==> src/rtl/pwm_generator_verilog_if.sv <==
// Pin bundle for the PWM block: two push buttons and enable in, one PWM pin out.
// Plain level signals only; there is no valid/ready handshake on this bus.
interface pwm_generator_verilog_if;
  logic increase_duty;
  logic decrease_duty;
  logic ena;
  logic PWM_OUT;

  modport master (
    output increase_duty,
    output decrease_duty,
    output ena,
    input  PWM_OUT
  );

  modport slave (
    input  increase_duty,
    input  decrease_duty,
    input  ena,
    output PWM_OUT
  );
endinterface

==> src/rtl/pwm_generator_verilog.sv <==
// Fixed-period PWM whose duty is stepped by two debounced push buttons;
// duty changes take effect only at period boundaries.
module pwm_generator_verilog #(
  parameter int PERIOD       = 10,
  parameter int DUTY_INIT    = 5,
  parameter int DEBOUNCE_DIV = 2
) (
  input logic                     clk,
  input logic                     rst,
  pwm_generator_verilog_if.slave  bus
);

  localparam int CW = (PERIOD > 1) ? $clog2(PERIOD) : 1;
  localparam int DW = $clog2(PERIOD + 1);
  localparam int VW = (DEBOUNCE_DIV > 1) ? $clog2(DEBOUNCE_DIV) : 1;

  // Bit 0 = increase button, bit 1 = decrease button throughout.
  logic [1:0]    btn_raw;
  logic [1:0]    sync1_q, sync1_d;
  logic [1:0]    sync2_q, sync2_d;
  logic [VW-1:0] div_q, div_d;
  logic          tick;
  logic [1:0]    samp_new_q, samp_new_d;
  logic [1:0]    samp_old_q, samp_old_d;
  logic [1:0]    deb_q, deb_d;
  logic [1:0]    press;
  logic [DW-1:0] duty_q, duty_d;
  logic [DW-1:0] active_duty_q, active_duty_d;
  logic [CW-1:0] cnt_q, cnt_d;
  logic          cnt_wrap;
  logic          pwm_q, pwm_d;

  assign btn_raw     = {bus.decrease_duty, bus.increase_duty};
  assign bus.PWM_OUT = pwm_q;

  always_comb begin
    sync1_d    = btn_raw;
    sync2_d    = sync1_q;
    tick       = (div_q == VW'(DEBOUNCE_DIV - 1));
    div_d      = tick ? '0 : div_q + VW'(1);
    samp_new_d = samp_new_q;
    samp_old_d = samp_old_q;
    if (tick) begin
      samp_new_d = sync2_q;
      samp_old_d = samp_new_q;
    end
    // Two agreeing samples set or clear the level; disagreement holds it.
    deb_d = (samp_new_q & samp_old_q) | (deb_q & (samp_new_q | samp_old_q));
    press = deb_d & ~deb_q & {2{bus.ena}};

    duty_d = duty_q;
    if (press == 2'b01 && duty_q < DW'(PERIOD)) begin
      duty_d = duty_q + DW'(1);
    end else if (press == 2'b10 && duty_q != '0) begin
      duty_d = duty_q - DW'(1);
    end

    cnt_wrap      = (cnt_q == CW'(PERIOD - 1));
    cnt_d         = '0;
    active_duty_d = active_duty_q;
    if (bus.ena) begin
      cnt_d = cnt_wrap ? '0 : cnt_q + CW'(1);
      if (cnt_wrap) begin
        active_duty_d = duty_q;
      end
    end
    pwm_d = bus.ena & (DW'(cnt_q) < active_duty_q);
  end

  always_ff @(posedge clk) begin
    if (rst) begin
      sync1_q       <= '0;
      sync2_q       <= '0;
      div_q         <= '0;
      samp_new_q    <= '0;
      samp_old_q    <= '0;
      deb_q         <= '0;
      duty_q        <= DW'(DUTY_INIT);
      active_duty_q <= DW'(DUTY_INIT);
      cnt_q         <= '0;
      pwm_q         <= 1'b0;
    end else begin
      sync1_q       <= sync1_d;
      sync2_q       <= sync2_d;
      div_q         <= div_d;
      samp_new_q    <= samp_new_d;
      samp_old_q    <= samp_old_d;
      deb_q         <= deb_d;
      duty_q        <= duty_d;
      active_duty_q <= active_duty_d;
      cnt_q         <= cnt_d;
      pwm_q         <= pwm_d;
    end
  end

endmodule

==> src/flat_wrapper.sv <==
// flat-port wrapper written by rule: the top's interface ports become plain ports
module pwm_generator_verilog_flat 
#(
  parameter int PERIOD       = 10,
  parameter int DUTY_INIT    = 5,
  parameter int DEBOUNCE_DIV = 2
)
  (clk, rst, bus_increase_duty, bus_decrease_duty, bus_ena, bus_PWM_OUT);
  pwm_generator_verilog_if bus_i ();
  input logic clk;
  input logic rst;
  input wire logic [$bits(bus_i.increase_duty)-1:0] bus_increase_duty;
  input wire logic [$bits(bus_i.decrease_duty)-1:0] bus_decrease_duty;
  input wire logic [$bits(bus_i.ena)-1:0] bus_ena;
  output wire logic [$bits(bus_i.PWM_OUT)-1:0] bus_PWM_OUT;
  assign bus_i.increase_duty = bus_increase_duty;
  assign bus_i.decrease_duty = bus_decrease_duty;
  assign bus_i.ena = bus_ena;
  assign bus_PWM_OUT = bus_i.PWM_OUT;
  pwm_generator_verilog #(.PERIOD(PERIOD), .DUTY_INIT(DUTY_INIT), .DEBOUNCE_DIV(DEBOUNCE_DIV)) u_core (.clk(clk), .rst(rst), .bus(bus_i));
endmodule
==> config.mk <==
export PLATFORM = sky130hd
export DESIGN_NAME = pwm_generator_verilog_flat
export DESIGN_NICKNAME = d
export VERILOG_FILES = /design/src/rtl/pwm_generator_verilog_if.sv /design/src/rtl/pwm_generator_verilog.sv /design/src/flat_wrapper.sv
export SDC_FILE = /design/constraint.sdc
export NUM_CORES = 1
export LEC_CHECK = 0
export ABC_AREA = 1
export CORE_AREA = 10 10 64 50
export DETAILED_ROUTE_END_ITERATION = 8
export DIE_AREA = 0 0 74 60
export HOLD_SLACK_MARGIN = 0.03
export PLACE_DENSITY = 0.74
export SLEW_MARGIN = 5
export SYNTH_ARGS = -nofsm -noshare
export SYNTH_HDL_FRONTEND = slang
export SYNTH_SLANG_ARGS = --single-unit
==> constraint.sdc <==
create_clock -name clk -period 2.5 [get_ports clk]
set_clock_uncertainty 0.15 [all_clocks]
set_input_delay 0.375 -clock clk [delete_from_list [all_inputs] [get_ports clk]]
set_output_delay 0.375 -clock clk [all_outputs]
set_load 0.02 [all_outputs]
==> results.txt, run 1 <==
----------------------------------------------------
[STA]
  Total negative slack ... 0 ps
  Worst slew pin tran ... 323 ps
  Slew Limit Fails ... 0
  Rel. slew slack ... 78.5%
  Setup repair after global routing missed its margin ... false
  Final hold violation count ... 0
  Number of setup violations in the final report ... 0
  Max Clk Rate ... 469 MHz
  Period minus WS final ... 2130 ps
  Share of the clock period used by the worst path after layout ... 85.2%

[Worst hold path]
  Path category of the worst min-delay check ... register to register
  Worst hold path startpoint ... u_core.sync1_q[0]
  Hold Path Depth ... 2
  Hold Crit Endpoint ... u_core.sync2_q[0]

[Global route]
  Via count of the first global-routing pass ... 799
  Combined global-route utilization of all metal layers ... 10.0%
  Largest net degree at the start of global routing ... 15
  Total gr overflow ... 0
  Fraction of met1 tracks used by global routing ... 12.6%
  Global-route track usage on met3 ... 3.81%
  Met2 capacity usage during global routing ... 14.4%
  Global-route wire length before repair ... 3460 um
  Most utilized layer in the global route result ... met2
  Initial antenna violation count ... 0

[Critical path]
  Startpoint class of the critical path ... primary input
  Startpoint of the lowest-slack register-to-register path ... u_core.duty_q[1]
  CP Data Arrival Time ... 2220 ps
  Worst Setup SP ... bus_ena
  Maximum net fanout on the critical path ... 5
  Type of destination of the critical path ... register
  Required time at the worst-slack endpoint ... 2590 ps
  Capturing point of the worst reg2reg path ... u_core.duty_q[3]
  Worst R2R Setup Slack ... 580 ps
  Worst r2r path cells ... 11
  Critical path type ... primary input to register

[Logic synthesis]
  Number of warning messages in the yosys log ... 0
  Netlist area before placement ... 1090 um2
  Mean post-synth cell area ... 7.69 um2
  Fraction of the yosys area taken by sequential cells ... 44.0%
  Number of nets in the synthesized netlist ... 155
  Unique masters post-synth ... 21
  Register bit count reported by yosys ... 24
  Gate Count Post-Synth ... 142

[Placement]
  Half-perimeter wire length after placement ... 1470 um
  Post-Place Cell Area ... 1180 um2
  Total of buffers placed on input and output ports ... 5
  RePlAce Congestion ... 0.828
  # placed instances ... 171

[Route]
  DRC errors left ... 0
  Via density per instance ... 5.05
  Total number of vias ... 883
  Number of violations reported at the end of detailed-routing iteration 0 ... 97
  Wire per inst ... 11.0 um
  Sum of routed wire length over all layers ... 1930 um
  Number of iterations in the first detailed-routing pass ... 4
  Antenna-violating nets left ... 0

[Final layout]
  Non-filler instance count after layout ... 175
  Fin nets ... 165
  Number of inserted diodes ... 0
  Fraction of final layout cells with drive strength greater than 1 ... 10.6%
  Synth-to-layout area growth ... 12.6%
  Final standard cell area without fillers ... 1230 um2
  Share of the core filled with cells ... 60.0%

[Floorplanning]
  # rows ... 14
  Y dimension of the die ... 60 um
  I/O pin count ... 6
  Die area ... 4440 um2
  Starting utilization of the core area ... 53.3%
  Placeable core region ... 2050 um2
  Horizontal extent of the die ... 74 um

[Clock tree]
  Number of buffers created by CTS ... 3
  Clock insertion delay at the later pin of the skew report ... 320 ps
  Buffer cell driving the clock tree root ... sky130_fd_sc_hd__clkbuf_4
  CTS sink cnt ... 24
  CTS Buffer Depth ... 2
  Setup Buffers After CTS ... 0
  Clock Pin Slew Worst Setup and Hold Paths ... 140 ps
  CTS H-tree depth ... 1
  CTS Hold Buffers Added ... 0
  TritonCTS clock tree ... yes
  Cells resized by post-CTS repair ... 0

[Pwr]
  Highest ir drop seen on vdd ... 690 uV
  Power Dens Cells ... 602 nW/um2
  Leakage power ... 0.573 nW

[Status]
  Run status ... completed

[Run]
  Number of max-cap violations ... 0

----------------------------------------------------
==> stage by stage <==
step,setup WS (ps),hold WS [ps],total power [mW]
2_1_floorplan,650,238,0.447
3_3_place_gp,109,242,0.463
3_5_place_dp,30.1,251,0.466
4_1_cts,381,271,0.746
5_1_grt,159,280,0.775
6_report,369,265,0.741
==> registers in the layout (all words and copies together) (netlist names) <==
name and count:
u_core.sync2_q 2, u_core.div_q 1, u_core.cnt_q 4, u_core.sync1_q 2, u_core.active_duty_q 4, u_core.duty_q 4
u_core.samp_old_q 2, u_core.bus.PWM_OUT 1, u_core.deb_q 2, u_core.samp_new_q 2
==> power breakdown <==
part	total (mW)	internal [mW]	switching, mW	leakage, nW
clock	0.283	0.162	0.121	0.0279
sequential	0.406	0.395	0.0102	0.196
combinational	0.0517	0.0231	0.0286	0.349
==> layout make-up <==
| class | instances | area (um2) |
|---|---|---|
| fillers | 183 | 820 |
| multi-input cells | 93 | 515 |
| flip-flops and latches | 24 | 480 |
| inverters | 23 | 86.3 |
| repair buffers | 7 | 65.1 |
| clock inverters | 1 | 30.0 |
| well taps | 24 | 30.0 |
| clock buffers | 3 | 22.5 |
==> worst max-delay path, cell delays in order <==
cell and delay, ps:
sky130_fd_sc_hd__clkdlybuf4s50_1 570, sky130_fd_sc_hd__inv_2 70, sky130_fd_sc_hd__nor2_1 90, sky130_fd_sc_hd__nand2_1 90, sky130_fd_sc_hd__nand3_2 100, sky130_fd_sc_hd__ha_1 270, sky130_fd_sc_hd__nand2_1 80, sky130_fd_sc_hd__nand2_1 50
sky130_fd_sc_hd__nor2_1 150, sky130_fd_sc_hd__inv_1 50, sky130_fd_sc_hd__nand2_1 70, sky130_fd_sc_hd__nand3_2 80, sky130_fd_sc_hd__nor2_1 120, sky130_fd_sc_hd__nor2_2 50
==> synth_stat cells (all sizes together) <==
cell type / count / area share (%)
a21oi: 9 / 4.1
buf: 1 / 0.46
clkbuf: 1 / 0.46
dfxtp: 24 / 44
fa: 1 / 1.8
ha: 7 / 8.0
inv: 23 / 7.9
nand2: 17 / 6.5
nand3: 7 / 4.1
nor2: 33 / 12
o211ai: 2 / 1.4
o21a: 1 / 0.69
o21ai: 13 / 6.3
or2: 1 / 0.57
xnor2: 2 / 1.6
==> worst max-delay path by stage <==
stage                        to  slack [ps]
3_3_place_gp   u_core.duty_q[3]         110
4_1_cts        u_core.duty_q[3]         380
2_1_floorplan  u_core.duty_q[3]         650
6_report       u_core.duty_q[3]         370
5_1_grt        u_core.duty_q[3]         160
3_5_place_dp   u_core.duty_q[3]          30
==> cells in the final DEF, fill, tap and decap left out <==
cell | synthesis | layout
sky130_fd_sc_hd__a21oi_1 | 9 | 9
sky130_fd_sc_hd__buf_4 | 0 | 2
sky130_fd_sc_hd__bufinv_16 | 0 | 1
sky130_fd_sc_hd__clkbuf_4 | 0 | 3
sky130_fd_sc_hd__clkdlybuf4s50_1 | 0 | 5
sky130_fd_sc_hd__dfxtp_1 | 24 | 24
sky130_fd_sc_hd__fa_1 | 1 | 1
sky130_fd_sc_hd__ha_1 | 7 | 7
sky130_fd_sc_hd__inv_1 | 21 | 21
sky130_fd_sc_hd__inv_2 | 2 | 2
sky130_fd_sc_hd__nand2_1 | 16 | 16
sky130_fd_sc_hd__nand2_4 | 1 | 1
sky130_fd_sc_hd__nand3_1 | 5 | 5
sky130_fd_sc_hd__nand3_2 | 2 | 2
sky130_fd_sc_hd__nor2_1 | 30 | 30
sky130_fd_sc_hd__nor2_2 | 3 | 3
sky130_fd_sc_hd__o211ai_1 | 2 | 2
sky130_fd_sc_hd__o21a_1 | 1 | 1
sky130_fd_sc_hd__o21ai_0 | 10 | 10
sky130_fd_sc_hd__o21ai_1 | 2 | 2
sky130_fd_sc_hd__o21ai_2 | 1 | 1
sky130_fd_sc_hd__or2_2 | 1 | 1
sky130_fd_sc_hd__xnor2_1 | 2 | 2
==> cells by family (layout without fill, tap and decap cells) <==
group                    after synthesis  in the layout  synth area share [%]
flip-flops                            24             24                  44.0
buffers and inverters                 25             34                  8.82
AO/OA/AOI/OAI                         25             25                  12.5
adder cells (fa/ha/maj)                8              8                  9.85
AND/OR/NAND/NOR                       58             58                  23.3
XOR/XNOR                               2              2                  1.60
==> layer usage <==
layer  wire length [um]  vias up
met1                959      387
met5                  0        -
met4                 46        0
met2                824       24
met3                 99        8
li1                   -      464
Power figures use the tool's default switching activity.
==> inputs of run 2 (changes only) <==
- GPL_ROUTABILITY_DRIVEN: not set -> 0
==> results of run 2 <==
The final DEF is identical to that of run 1; final timing and power are the same.
